<file path="config.mk">
export PLATFORM = sky130hd
export DESIGN_NAME = branch_exec_unit
export DESIGN_NICKNAME = d
export VERILOG_FILES = /design/src/rtl/branch_exec_unit.sv
export SDC_FILE = /design/constraint.sdc
export NUM_CORES = 1
export LEC_CHECK = 0
export CORE_MARGIN = 1.5
export CORE_UTILIZATION = 40
export DETAILED_ROUTE_END_ITERATION = 7
export PLACE_DENSITY = 0.66
export SETUP_SLACK_MARGIN = 0.1
export SKIP_LAST_GASP = 1
export SLEW_MARGIN = 20
export SYNTH_ARGS = -nofsm -noshare
export SYNTH_HDL_FRONTEND = slang
export SYNTH_SLANG_ARGS = --single-unit
</file>
<file path="constraint.sdc">
create_clock -name clock_i -period 5.5 [get_ports clock_i]
set_clock_uncertainty 0.2 [all_clocks]
set_input_delay 1.65 -clock clock_i [delete_from_list [all_inputs] [get_ports clock_i]]
set_output_delay 1.65 -clock clock_i [all_outputs]
set_load 0.1 [all_outputs]
</file>
<file path="src/rtl/branch_exec_unit.sv">
// Branch execution unit: decodes b/bc/bclr/bcctr, evaluates BO/BI conditions
// and owns LR, CTR and CR; each accepted instruction resolves one cycle later.
module branch_exec_unit #(
  parameter int addressWidth = 64,
  parameter int immWidth = 24,
  parameter logic [addressWidth-1:0] resetVector = '0,
  parameter int opcodeWidth = 6,
  parameter int xOpCodeWidth = 10
) (
  input  logic                    clock_i,
  input  logic                    reset_i,
  input  logic                    stall_i,
  input  logic                    valid_i,
  input  logic                    is64Bit_i,
  input  logic [opcodeWidth-1:0]  opCode_i,
  input  logic [xOpCodeWidth-1:0] xOpCode_i,
  input  logic [immWidth-1:0]     imm_i,
  input  logic [4:0]              bo_i,
  input  logic [4:0]              bi_i,
  input  logic                    aa_i,
  input  logic                    lk_i,
  input  logic [addressWidth-1:0] instructionAddress_i,
  input  logic                    crWrite_i,
  input  logic [31:0]             crData_i,
  input  logic                    lrWrite_i,
  input  logic                    ctrWrite_i,
  input  logic [addressWidth-1:0] sprData_i,
  output logic                    valid_o,
  output logic                    isBranching_o,
  output logic [addressWidth-1:0] PC_o,
  output logic [addressWidth-1:0] lr_o,
  output logic [addressWidth-1:0] ctr_o
);

  localparam logic [opcodeWidth-1:0]  OpB     = opcodeWidth'(18);
  localparam logic [opcodeWidth-1:0]  OpBc    = opcodeWidth'(16);
  localparam logic [opcodeWidth-1:0]  OpXl    = opcodeWidth'(19);
  localparam logic [xOpCodeWidth-1:0] XopBclr = xOpCodeWidth'(16);
  localparam logic [xOpCodeWidth-1:0] XopBctr = xOpCodeWidth'(528);

  // In 32-bit mode only the low word of an address is architecturally live.
  function automatic logic [addressWidth-1:0] mode_mask(
    input logic [addressWidth-1:0] value,
    input logic                    mode64
  );
    logic [addressWidth-1:0] keep;
    keep = mode64 ? '1 : addressWidth'(64'hFFFF_FFFF);
    return value & keep;
  endfunction

  logic                           is_b, is_bc, is_bclr, is_bcctr, is_branch;
  logic signed [addressWidth-1:0] disp_li, disp_bd, disp;
  logic [addressWidth-1:0]        cia_plus4, raw_target, target, ctr_dec, lr_link;
  logic                           ctr_dec_en, ctr_nz, ctr_ok, cr_bit, cond_ok, taken;

  logic [addressWidth-1:0] pc_p1, lr_q, ctr_q;
  logic [31:0]             cr_q;
  logic                    vld_p1, br_p1;

  // Stage 0: decode, condition evaluation and target formation.
  always_comb begin
    is_b      = (opCode_i == OpB);
    is_bc     = (opCode_i == OpBc);
    is_bclr   = (opCode_i == OpXl) && (xOpCode_i == XopBclr);
    is_bcctr  = (opCode_i == OpXl) && (xOpCode_i == XopBctr);
    is_branch = is_b | is_bc | is_bclr | is_bcctr;

    disp_li = {{(addressWidth-immWidth-2){imm_i[immWidth-1]}}, imm_i, 2'b00};
    disp_bd = {{(addressWidth-16){imm_i[13]}}, imm_i[13:0], 2'b00};
    disp    = is_b ? disp_li : disp_bd;

    cia_plus4 = instructionAddress_i + addressWidth'(4);
    lr_link   = mode_mask(cia_plus4, is64Bit_i);

    raw_target = aa_i ? disp : instructionAddress_i + disp;
    if (is_bclr)  raw_target = lr_q & ~addressWidth'(3);
    if (is_bcctr) raw_target = ctr_q & ~addressWidth'(3);
    target = mode_mask(raw_target, is64Bit_i);

    // bo_i[4] is BO0 (MSB first), so BO1/BO2/BO3 map to bo_i[3]/[2]/[1].
    ctr_dec    = ctr_q - addressWidth'(1);
    ctr_dec_en = (is_bc | is_bclr) & ~bo_i[2];
    ctr_nz     = is64Bit_i ? (|ctr_dec) : (|ctr_dec[31:0]);
    ctr_ok     = is_bcctr | bo_i[2] | (ctr_nz ^ bo_i[1]);
    cr_bit     = cr_q[5'd31 - bi_i];
    cond_ok    = bo_i[4] | (cr_bit == bo_i[3]);
    taken      = is_b | ((is_bc | is_bclr | is_bcctr) & ctr_ok & cond_ok);
  end

  // Stage 1: registered result and architectural state update.
  always_ff @(posedge clock_i or negedge reset_i) begin
    if (!reset_i) begin
      vld_p1 <= 1'b0;
      br_p1  <= 1'b0;
      pc_p1  <= resetVector;
      lr_q   <= '0;
      ctr_q  <= '0;
      cr_q   <= '0;
    end else if (stall_i) begin
      vld_p1 <= 1'b0;
      br_p1  <= 1'b0;
    end else begin
      vld_p1 <= valid_i;
      br_p1  <= valid_i & taken;
      if (valid_i) pc_p1 <= taken ? target : cia_plus4;
      if (crWrite_i) cr_q <= crData_i;
      if (valid_i && is_branch && lk_i) lr_q <= lr_link;
      else if (lrWrite_i)               lr_q <= sprData_i;
      if (valid_i && ctr_dec_en) ctr_q <= ctr_dec;
      else if (ctrWrite_i)       ctr_q <= sprData_i;
    end
  end

  assign valid_o       = vld_p1;
  assign isBranching_o = br_p1;
  assign PC_o          = pc_p1;
  assign lr_o          = lr_q;
  assign ctr_o         = ctr_q;

endmodule

</file>
# --- Word-level counts from Yosys, hierarchy flattened ---
# Index checks and enable logic that the tools add are counted.
totals:
  regBits: 226
  latchBits: 0
  ram_bits: 0
  mem_bits_ro: 0
  inputBits: 220
  elab_cells: 63
  n_memories: 0
op_classes:
  add_sub_neg: 4
  mul: 0
  div: 0
  magnitude_cmp: 1
  eq_ne: 6
  shifts: 0
  muxes: 15
  n_bitwise: 18
  n_reduce_logical: 13
ops:
  columns: ["cell", "count"]
  rows:
  - ["$mux W64", 10]
  - ["$and A64 B64 Y64", 2]
  - ["$add A64 B3 Y64 const B", 1]
  - ["$add A64 B64 Y64", 1]
  - ["$reduce_or A64 Y1", 1]
  - ["$sub A64 B1 Y64 const B", 1]
  - ["$reduce_or A32 Y1", 1]
  - ["$eq A6 B5 Y1 const B", 3]
  - ["$eq A10 B10 Y1 const B", 1]
  - ["$eq A10 B5 Y1 const B", 1]
  - ["$or A1 B1 Y1", 9]
  - ["$reduce_and A2 Y1", 4]
  - ["$lt A5 B6 Y1 const B", 1]
  - ["$bmux W1 S5", 1]
  - ["$logic_and A1 B1 Y1", 5]
  - ["$sub A5 B5 Y5 const A", 1]
  - ["$and A1 B1 Y1", 4]
  - ["$mux W1", 4]
  - ["$reduce_bool A2 Y1", 2]
  - ["$not A1 Y1", 2]
  - ["$eq A1 B1 Y1", 1]
  - ["$xor A1 B1 Y1", 1]

# --- Longest topological paths before layout ---
# Gate-level depths: netlist of run 1.
depth:
  ltp_word: 10
  mapped_depth: 20

# --- Worst setup path before layout of run 1 ---
# Ideal clock, no wire load.
synth_path:
  path_type: "input to register"
  from: "input opCode_i[3]"
  to: "register pc_p1[53] (netlist: PC_o[53])"
  setup_time_ps: 129
  t_arrival_ps: 6259
  setup_slack_ps: -1088
  cell_stages: 18
  path_buffers: 1
  cell_sequence: "nor4b_1 > nor2b_1 > clkbuf_1 > a21boi_1 > a31oi_1 > inv_1 > ha_1 > a21o_1 > a21o_1 > a21oi_1 > nand2b_1 > a2111oi_0 > nor4b_1 > or3_1 > a31oi_1 > xnor2_1 > o311ai_0 > nand2_1"
synth_via:
  elab_chain_len: 8
  elab_cells_between_ends: 19
synth_lines:
  columns: ["item", "line_no", "rtl"]
  rows:
  - ["from (decl)", "15", "input logic [opcodeWidth-1:0] opCode_i,"]
  - ["$eq A6 B5 Y1 (on tied branches)", "62, 64, 65", null]
  - ["$mux W64 (tied with other cells)", "70", "disp = is_b ? disp_li : disp_bd;"]
  - ["$add A64 B64 Y64 (tied with other cells)", "75", "raw_target = aa_i ? disp : instructionAddress_i + disp;"]
  - ["$mux W64 (tied with other cells)", "75", null]
  - ["$mux W64 or $and A1 B1 Y1 (tied branches)", "76, 87", null]
  - ["$mux W64 or $and A1 B1 Y1 (tied branches)", "77, 87", null]
  - ["$and A64 B64 Y64 or $or A1 B1 Y1 (tied branches)", "48, 87", null]
  - ["$mux W64 *", "105", "if (valid_i) pc_p1 <= taken ? target : cia_plus4;"]
  - ["to (signal assigned)", "95", "pc_p1 <= resetVector;"]
  - ["to (signal assigned)", "105", null]
  - ["to (decl)", "56", "logic [addressWidth-1:0] pc_p1, lr_q, ctr_q;"]
# Every way passes the cells marked *; elsewhere a longest branch is shown, timed or not.
# A chain may end at the register's enable or synchronous reset.

# --- Worst setup path in the final report of run 1 ---
layout_path:
  from: "input opCode_i[5]"
  to: "register pc_p1[55] (netlist: PC_o[55])"
# The elaborated chain is that of the path after synthesis.

==> results.ini, run 1 <==
[layout]
n_fill_cell = 4112
layout-drive-gt1-share_pct = 19.7
final_nets = 3229
seq_area_um2 = 5660
multi_input_area_um2 = 12800
fin_util_pct = 60.0
area_growth_pct = 48.2
fin_cells = 3570

[synth]
yosys.area_share.simple_pct = 21.4
synth_edf_count = 0
ys_ff_latch = 226
synthAdderAreaFrac_pct = 4.47
syn_area_um2 = 18400
ys_async_sr_fraction_pct = 100
yosys_warnings = 0
syn_inst = 2327
synth_ff_type = dfrtp_1
synth_mux_area_share_pct = 7.09
avgSynthCellArea_um2 = 7.89
seq_area_frac_synth_pct = 30.8
yosysUniqueCellTypes = 82
syn_nets = 2612
synth_xor_area_share_pct = 6.25
synth_top_family_by_area = compound AO/OA/AOI/OAI gates
synth_compound_area_share_pct = 25.9

[global_route]
track_usage_pct = 35.5
use_met1_pct = 51.2
antenna_found_initial = 6
grt_max_degree = 107
grt_pass1_wl_um = 127000
globalRoute.totalOverflow = 0
met3_usage_pct = 9.48
grt_busiest_layer = met2
grt_pass1_vias = 19900
grt_use_met2_pct = 51.9

[timing]
period_share_pct = 96.6
finalMaxSlewViolations = 0
rsz0062_at_grt = yes
worst_pin_slew_ns = 1.12
setup_viol = 0
fmax_mhz = 188
post-route-min-period_ns = 5.31
hold_ws_ns = 0.280
hold_viol = 0
maxSlewHeadroom_pct = 24.9

[power_and_ir_drop]
p_int_w = 0.00425
vdd_drop_max_uv = 264
p_per_area_nw_per_um2 = 288
switching_share_pct = 45.9
sequentialPowerShare_pct = 28.1
p_leak_nw = 11.1
switching_power_w = 0.00360
comb_power_share_pct = 46.7
pwr-share-clk_pct = 25.2
power.total_w = 0.00785

[cts]
cts.sinks = 226
cts_max_path_buffers = 3
cts_tree = yes
clock-root-buffer = clkbuf_16
cts_hold_buf = 0
cts_made_buffers = 28
cts.htree.levels = 1
clk_latency_ns = 0.60
path_clk_slew_ns = 0.06

[route]
vias = 21300
drt_wl_total_um = 86000
drc = 0
ant_nets = 0
first_pass_iters = 6
drt_iter0_markers = 2318
routedWlPerCell_um = 24.1
via_per_inst = 5.97

[hold_path]
min_path_type = reg -> reg

[place]
gp_congestion = 0.953
portBuffers = 412
dp_hpwl_um = 67800
post-place-cells = 3493

[floorplan]
dieArea_um2 = 47200
pin_count = 414
num_rows = 78
die_h_um = 217
start_util_pct = 40.5
fp.dieW_um = 217
coreArea_um2 = 45400

[setup_path]
crit_fanout = 6
crit_required_ns = 5.81
worstSetupStartpointType = input pin
cp-end-kind = register
crit_type = in -> reg
worstPathArrival_ns = 5.62

[outcome]
outcome = finished, final reports clean

[run]
maxCapViolCount = 0

registers in the layout (all words and copies together), names as in the netlist:
name	count
lr_o	64
PC_o	64
cr_q	32
ctr_o	64
valid_o	1
isBranching_o	1
routing by layer:
metal,vias up,share of wire [%]
met2,1162,42
met5,-,0.015
met3,148,11
li1,9790,-
met4,2,2.9
met1,10200,44
logic make-up after synthesis:
family,count (synthesis)
fa+ha+maj,65
flops,226
simple gates,818
xor+xnor,131
compound gates,786
buf+inv,190
mux,111
path summary, 6_finish.rpt:
path | depth (start not counted) | slack [ns] | from | end
setup / recovery | 18 | 0.19 | opCode_i[5] | PC_o[55]$_DFFE_PN0P_
hold / removal | 2 | 0.28 | PC_o[16]$_DFFE_PN0P_ | PC_o[16]$_DFFE_PN0P_
setup reg to reg | 13 | 0.36 | ctr_o[46]$_DFFE_PN0P_ | PC_o[16]$_DFFE_PN0P_
hold reg to reg | 2 | 0.28 | PC_o[16]$_DFFE_PN0P_ | PC_o[16]$_DFFE_PN0P_
max in group asynchronous | 2 | 3.15 | reset_i | PC_o[55]$_DFFE_PN0P_
min in group asynchronous | 1 | 0.87 | reset_i | cr_q[27]$_DFFE_PN0P_
per-stage QoR:
stage	cell area, µm²	setup slack, ns	TNS [ns]
floorplan	18600	-0.540	-9.14
global placement	25400	-0.989	-27.82
detailed placement	25400	-1.04	-29.25
CTS	26800	0.0784	0
global route	27200	0.0186	0
finish	27200	0.188	0
power groups by stage:
stage          clock (W)  combinational, W  sequential [W]
2_1_floorplan          0          0.000940         0.00345
3_3_place_gp           0           0.00350         0.00221
3_5_place_dp           0           0.00353         0.00221
4_1_cts          0.00200           0.00359         0.00219
5_1_grt          0.00206           0.00384         0.00222
6_report         0.00198           0.00367         0.00220
cell usage after synthesis, drive strengths merged (18+ instances only):
| master | n | area, µm² |
|---|---|---|
| ha | 64 | 801 |
| mux2 | 53 | 597 |
| o21ai | 279 | 1400 |
| inv | 32 | 120 |
| mux2i | 48 | 480 |
| o22ai | 18 | 113 |
| dfrtp | 226 | 5660 |
| nand2b | 24 | 150 |
| a21oi | 218 | 1090 |
| nand3 | 78 | 390 |
| a211oi | 35 | 278 |
| xor2 | 66 | 578 |
| nor3 | 55 | 285 |
| nor2 | 214 | 806 |
| a31oi | 29 | 181 |
| nand4 | 35 | 219 |
| nor4 | 29 | 243 |
| nand2 | 258 | 968 |
| clkbuf | 132 | 495 |
| and3 | 37 | 231 |
| xnor2 | 65 | 569 |
| a21o | 29 | 218 |
| a22oi | 40 | 300 |
| or3 | 19 | 124 |
| buf | 26 | 149 |
cell usage in the layout, fill, tap and decap left out, drive strengths merged, types with 7 or more instances in the layout:
| master | n |
|---|---|
| and2 | 7 |
| a211o | 17 |
| o21a | 15 |
| o22ai | 18 |
| nor2 | 214 |
| mux2i | 48 |
| a22oi | 40 |
| a31o | 10 |
| a21o | 29 |
| clkbuf | 43 |
| o21bai | 13 |
| a211oi | 35 |
| xor2 | 66 |
| o221ai | 7 |
| mux2 | 53 |
| nor3 | 55 |
| nand2b | 24 |
| or4 | 13 |
| inv | 31 |
| and3 | 37 |
| buf | 337 |
| nor4 | 29 |
| clkdlybuf4s50 | 404 |
| xnor2 | 65 |
| or3 | 19 |
| nand4 | 35 |
| o21ai | 279 |
| o31ai | 10 |
| and4 | 7 |
| mux4 | 10 |
| nand3 | 78 |
| ha | 64 |
| a21oi | 218 |
| nor2b | 17 |
| dfrtp | 226 |
| a31oi | 29 |
| or2 | 8 |
| a21boi | 7 |
| nand2 | 258 |
| o211ai | 14 |
worst max-delay path, cell delays in order:
cell and delay (ns):
buf_6 0.09, nor4b_4 0.27, nor2b_4 0.26, a21boi_4 0.12
a31oi_4 0.20, clkinvlp_4 0.19, buf_12 0.19, buf_12 0.12
ha_1 0.29, and3_4 0.19, or3b_4 0.38, or3_4 0.40
a31oi_4 0.27, a221oi_4 0.12, o31ai_2 0.25, xor2_1 0.34
a21oi_1 0.11, o21ai_1 0.14
cell type report:
| type | instances | share of cell area, % |
|---|---|---|
| inverters | 32 | 0.455 |
| multi-input cells | 1911 | 47.0 |
| clock inverters | 9 | 0.542 |
| flip-flops and latches | 226 | 20.8 |
| repair buffers | 745 | 25.4 |
| clock buffers | 41 | 3.01 |
| well taps | 600 | 2.76 |
| diodes | 6 | 0.0551 |
repair_timing:
| item | CTS | global route |
|---|---|---|
| gates resized for setup | 60 | 74 |
| setup endpoints to repair | 35 | 33 |
| pin swaps | 28 | 42 |
| cloned | 1 | 0 |
| buffers inserted | 11 | 9 |
Note: power is estimated with default switching activity, not from simulation.
==> run 2: changes to the inputs <==
Settings changed: ABC_AREA from default to 1, ABC_CLOCK_PERIOD_IN_PS from default to 5500, PLACE_DENSITY 0.66 to default.
==> run 2 against run 1 <==
  * Combinational power increased by 4%
  * Clock power decreased by 4%
  * Final area increased by 6.2%
  * Count of clock-buffer cells in the layout decreased by 8
  * Largest cell class unchanged
  * Synthesized area increased by 13%
==> results.ini, run 2 <==
[timing]
setup_viol = 0
worst_pin_slew_ns = 1.17
maxSlewHeadroom_pct = 22.0
post-route-min-period_ns = 5.31
finalMaxSlewViolations = 0
fmax_mhz = 188
period_share_pct = 96.5
rsz0062_at_grt = yes
hold_viol = 0

[layout]
multi_input_area_um2 = 14000
final_nets = 4237
final_common_cell = nand2_1
layout_common_cells = 952 x nand2_1, 411 x clkdlybuf4s50_1, 407 x nor2_1
n_fill_cell = 5146
seq_area_um2 = 5660
area_growth_pct = 38.9
fin_cells = 4654
layout-drive-gt1-share_pct = 13.6
fin_util_pct = 56.3

[route]
drt_wl_total_um = 107000
vias = 26500
routedWlPerCell_um = 23.0
first_pass_iters = 6
drc = 0
via_per_inst = 5.69
drt_iter0_markers = 2966
ant_nets = 0

[floorplan]
fp.dieW_um = 231
pin_count = 414
start_util_pct = 40.5
num_rows = 83
dieArea_um2 = 53400
die_h_um = 231
coreArea_um2 = 51400

[setup_path]
crit_fanout = 9
worstSetupStartpointType = input pin
crit_type = in -> reg
worstPathArrival_ns = 5.54
crit_required_ns = 5.74
cp-end-kind = register

[synth]
ys_top_cells_by_area = dfrtp_1 27%, nand2_1 17%, nor2_1 8.0%
syn_area_um2 = 20800
yosysMostFrequentCell = nand2_1
ys_ff_latch = 226
ys_top_cells_by_count = 970 x nand2_1, 445 x nor2_1, 338 x inv_1
syn_inst = 3376
synth_ff_type = dfrtp_1
ys_async_sr_fraction_pct = 100
synth_top_area_cell = dfrtp_1
synth_top_area_share_pct = 27.2
synth_edf_count = 0
yosys_warnings = 0
avgSynthCellArea_um2 = 6.17
yosysUniqueCellTypes = 46
syn_nets = 3661
seq_area_frac_synth_pct = 27.2

[run]
maxCapViolCount = 0

[outcome]
outcome = finished, final reports clean

[cts]
cts_made_buffers = 26
cts.sinks = 226
clock-root-buffer = clkbuf_16
cts_max_path_buffers = 3
clk_latency_ns = 0.56
path_clk_slew_ns = 0.06
cts.htree.levels = 1
cts_tree = yes

[place]
dp_hpwl_um = 84800
portBuffers = 412
gp_congestion = 1.01
post-place-cells = 4601

[global_route]
antenna_found_initial = 3
grt_pass1_vias = 25000
grt_max_degree = 117
track_usage_pct = 38.6
grt_pass1_wl_um = 155000
globalRoute.totalOverflow = 0

[power_and_ir_drop]
p_leak_nw = 13.0
vdd_drop_max_uv = 210
p_per_area_nw_per_um2 = 272

[hold_path]
min_path_type = reg -> reg

==> run 2: cell count changes in the layout (fill, tap and decap cells not counted), sizes merged, moves of 67 or more <==
cell and change:
nand2 +721, o21ai -67, nor2 +250, inv +313
buf -67, nand3 +223
==> run 2: routing by layer <==
metal / GRT usage, % / vias to the layer above / wire length (µm)
met5: 0 / - / 0
met4: 16.8 / 0 / 5160
met3: 6.53 / 241 / 11000
met2: 60.4 / 1607 / 47600
met1: 52.3 / 12400 / 43400
li1: - / 12200 / -
==> run 2: cells by family after synthesis <==
logic type,synth area share [%]
xor+xnor,4.75
compound gates,15.6
fa+ha+maj,3.94
mux,1.73
buf+inv,9.04
flops,27.2
simple gates,37.8
==> run 2: timing repair <==
item / CTS / global route
setup buffers: 0 / 3
pin swaps: 1 / 22
endpoints found under the setup margin: 16 / 41
gates cloned: 0 / 0
endpoints found under the hold margin: 0 / 0
hold buffers: 0 / 0
gates resized for setup: 9 / 174
==> run 2: metrics by stage <==
| stage | hold slack (ns) | setup WS [ns] | instance area (µm²) | TNS (ns) | total power, W |
|---|---|---|---|---|---|
| finish | 0.278 | 0.192 | 28900 | 0 | 0.00786 |
| global route | 0.289 | -0.0188 | 28900 | -0.0188 | 0.00813 |
| CTS | 0.284 | 0.105 | 28300 | 0 | 0.00773 |
| detailed placement | 0.270 | -0.546 | 27300 | -16.43 | 0.00584 |
| global placement | 0.266 | -0.530 | 27300 | -15.75 | 0.00581 |
| floorplan | 0.274 | 0.231 | 20800 | 0 | 0.00444 |
==> run 2: power by group <==
| group | total [W] | internal [W] | switching [W] | leakage (nW) |
|---|---|---|---|---|
| clock | 0.00191 | 0.00112 | 0.000784 | 0.450 |
| combinational | 0.00380 | 0.00110 | 0.00270 | 9.85 |
| sequential | 0.00216 | 0.00188 | 0.000277 | 2.67 |
==> run 2: worst paths after layout <==
path | cells past startpoint | start | endpoint | slack, ns
setup / recovery | 21 | opCode_i[0] | PC_o[28]$_DFFE_PN0P_ | 0.19
hold / removal | 2 | PC_o[50]$_DFFE_PN0P_ | PC_o[50]$_DFFE_PN0P_ | 0.28
setup reg to reg | 20 | ctr_o[0]$_DFFE_PN0P_ | PC_o[29]$_DFFE_PN0P_ | 1.28
hold reg to reg | 2 | PC_o[50]$_DFFE_PN0P_ | PC_o[50]$_DFFE_PN0P_ | 0.28
min in group asynchronous | 1 | reset_i | cr_q[17]$_DFFE_PN0P_ | 0.93
max in group asynchronous | 2 | reset_i | PC_o[57]$_DFFE_PN0P_ | 3.02
==> run 2: critical path, stage by stage <==
cell,delay (ns)
clkdlybuf4s50_1,0.48
inv_1,0.06
nand4_1,0.21
inv_1,0.09
or2_2,0.30
buf_4,0.19
o21ai_0,0.14
inv_1,0.08
ha_1,0.33
a21oi_2,0.18
o21ai_1,0.12
nand2_1,0.08
nand2_1,0.08
a21oi_1,0.15
nand2_2,0.15
o21ai_0,0.39
nand2_1,0.27
a22oi_1,0.23
nand3_1,0.11
nand3_1,0.16
nand2_1,0.07
==> run 2: layout make-up <==
cell class / instances / area share (%)
sequential: 226 / 19.6
multi-input combinational: 2672 / 48.4
antenna: 2 / 0.0173
clock inverter: 15 / 0.623
timing repair buffer: 681 / 21.5
clock buffer: 33 / 2.52
tap: 680 / 2.94
inverter: 345 / 4.48
==> run 3: changes to the inputs <==
Settings changed: CTS_BUF_LIST from default to sky130_fd_sc_hd__clkbuf_8.
==> run 3 against run 2 <==
  * Sequential cell count unchanged
  * Global-route usage increased by 0.061 points
  * Sequential share of layout area increased by 0.094 points
  * Cell count increased by 0.52%
  * Final area decreased by 0.48%
  * Register-to-register slack got worse by 0.04 ns
  * Combinational power about the same
  * Via count increased by 0.35%
  * First-iteration DRC count decreased by 2.9%
  * Count of clock-buffer cells in the layout increased by 20
  * Critical path depth unchanged
  * Power decreased by 2.7%
==> results.ini, run 3 (synthesis results as in run 2) <==
[hold_path]
worstHoldEndpoint = PC_o[50]$_DFFE_PN0P_
hold_path_startpoint = PC_o[50]$_DFFE_PN0P_
min_path_type = reg -> reg
hold_depth = 2

[timing]
maxSlewHeadroom_pct = 22.3
finalMaxSlewViolations = 0
worst_pin_slew_ns = 1.16
fmax_mhz = 189
period_share_pct = 96.2
post-route-min-period_ns = 5.29
setup_viol = 0
rsz0062_at_grt = yes
tns_ns = 0
hold_viol = 0

[cts]
cts_tree = yes
cts_max_path_buffers = 3
cts_made_buffers = 40
cts.sinks = 226
clk_latency_ns = 0.60
clock-root-buffer = clkbuf_8
cts.htree.levels = 2
path_clk_slew_ns = 0.07

[floorplan]
coreArea_um2 = 51400
num_rows = 83
pin_count = 414
fp.dieW_um = 231
die_h_um = 231
start_util_pct = 40.5
dieArea_um2 = 53400

[power_and_ir_drop]
p_leak_nw = 13.0
p_per_area_nw_per_um2 = 266
vdd_drop_max_uv = 129

[outcome]
outcome = finished, final reports clean

[setup_path]
cp-end-kind = register
worstSetupStartpointType = input pin
timing.rr.start = ctr_o[0]$_DFFE_PN0P_
crit_required_ns = 5.77
rr_endpoint = PC_o[29]$_DFFE_PN0P_
crit_fanout = 9
worstPathArrival_ns = 5.56
crit_type = in -> reg
reg2reg_depth = 20
r2r_setup_slack_ns = 1.24

[layout]
final_nets = 4253
n_fill_cell = 5160
multi_input_area_um2 = 13900
seq_area_um2 = 5660
final_area_um2 = 28800
final_common_cell = nand2_1
layout_common_cells = 955 x nand2_1, 411 x clkdlybuf4s50_1, 403 x nor2_1
area_growth_pct = 38.3
layout-drive-gt1-share_pct = 13.5

[global_route]
grt_pass1_vias = 25100
grt_pass1_wl_um = 155000
globalRoute.totalOverflow = 0
antenna_found_initial = 1
grt_max_degree = 117
track_usage_pct = 38.7

[run]
maxCapViolCount = 0

[route]
drt_iter0_markers = 2879
routedWlPerCell_um = 23.0
first_pass_iters = 6
via_per_inst = 5.68
ant_nets = 0
drt_wl_total_um = 107000
vias = 26600
drc = 0

[place]
gp_congestion = 1.01
placed_cell_area_um2 = 27300
portBuffers = 412
dp_hpwl_um = 84800

-- run 3: repair_timing --
item                                    4_1_cts  5_1_grt
setup buffers                                 0        4
endpoints found under the setup margin       11       41
gates resized for setup                       7      157
hold buffers                                  0        0
gates cloned                                  0        1
pin swaps                                     0       20
-- run 3: worst max path at each step --
stage | from | end | slack [ns] | cells past startpoint
2_1_floorplan | opCode_i[3] | PC_o[55]$_DFFE_PN0P_ | 0.23 | 23
3_3_place_gp | opCode_i[4] | PC_o[42]$_DFFE_PN0P_ | -0.53 | 25
3_5_place_dp | opCode_i[4] | PC_o[42]$_DFFE_PN0P_ | -0.55 | 25
4_1_cts | opCode_i[0] | PC_o[42]$_DFFE_PN0P_ | 0.09 | 26
5_1_grt | opCode_i[3] | PC_o[55]$_DFFE_PN0P_ | 0.02 | 25
6_report | opCode_i[5] | PC_o[28]$_DFFE_PN0P_ | 0.21 | 21
-- run 3: critical path, stage by stage --
cell and delay [ns]:
clkdlybuf4s50_1 0.47, nor2_2 0.05, nand4_1 0.22, inv_1 0.09, or2_2 0.30, buf_4 0.18, o21ai_1 0.14, inv_1 0.07
ha_1 0.31, a21oi_1 0.21, o21ai_0 0.19, nand2_1 0.10, nand2_1 0.08, a21oi_1 0.15, nand2_2 0.15, o21ai_0 0.37
nand2_1 0.26, a22oi_1 0.21, nand3_1 0.10, nand3_1 0.16, nand2_1 0.07
-- run 3: per-stage QoR --
step	total power, W	setup slack, ns	hold WS, ns	utilization [%]	cells
2_1_floorplan	0.00444	0.231	0.274	-	3376
3_3_place_gp	0.00581	-0.530	0.266	53.1	4601
4_1_cts	0.00753	0.0939	0.285	54.8	4672
5_1_grt	0.00793	0.0185	0.291	56.0	4677
3_5_place_dp	0.00584	-0.546	0.270	53.1	4601
6_report	0.00765	0.207	0.279	56.0	4678
-- run 3: layer usage --
layer	global-route usage, %	up-vias	share of wire (%)
li1	-	12300	-
met1	52.4	12500	41
met3	6.59	225	10
met2	61.0	1613	45
met5	0	-	0
met4	15.8	0	4.5
-- run 3: power breakdown --
part	switching, W	internal, W	leakage, nW
sequential	0.000276	0.00188	2.67
combinational	0.00269	0.00110	9.86
clock	0.000794	0.000910	0.474
total	0.00376	0.00389	13.0
-- run 3: cell type report --
cell class	instances	share of cell area (%)
antenna	1	0.00869
timing repair buffer	683	21.7
tap	680	2.96
clock buffer	53	2.53
sequential	226	19.6
multi-input combinational	2672	48.3
inverter	345	4.50
clock inverter	18	0.404
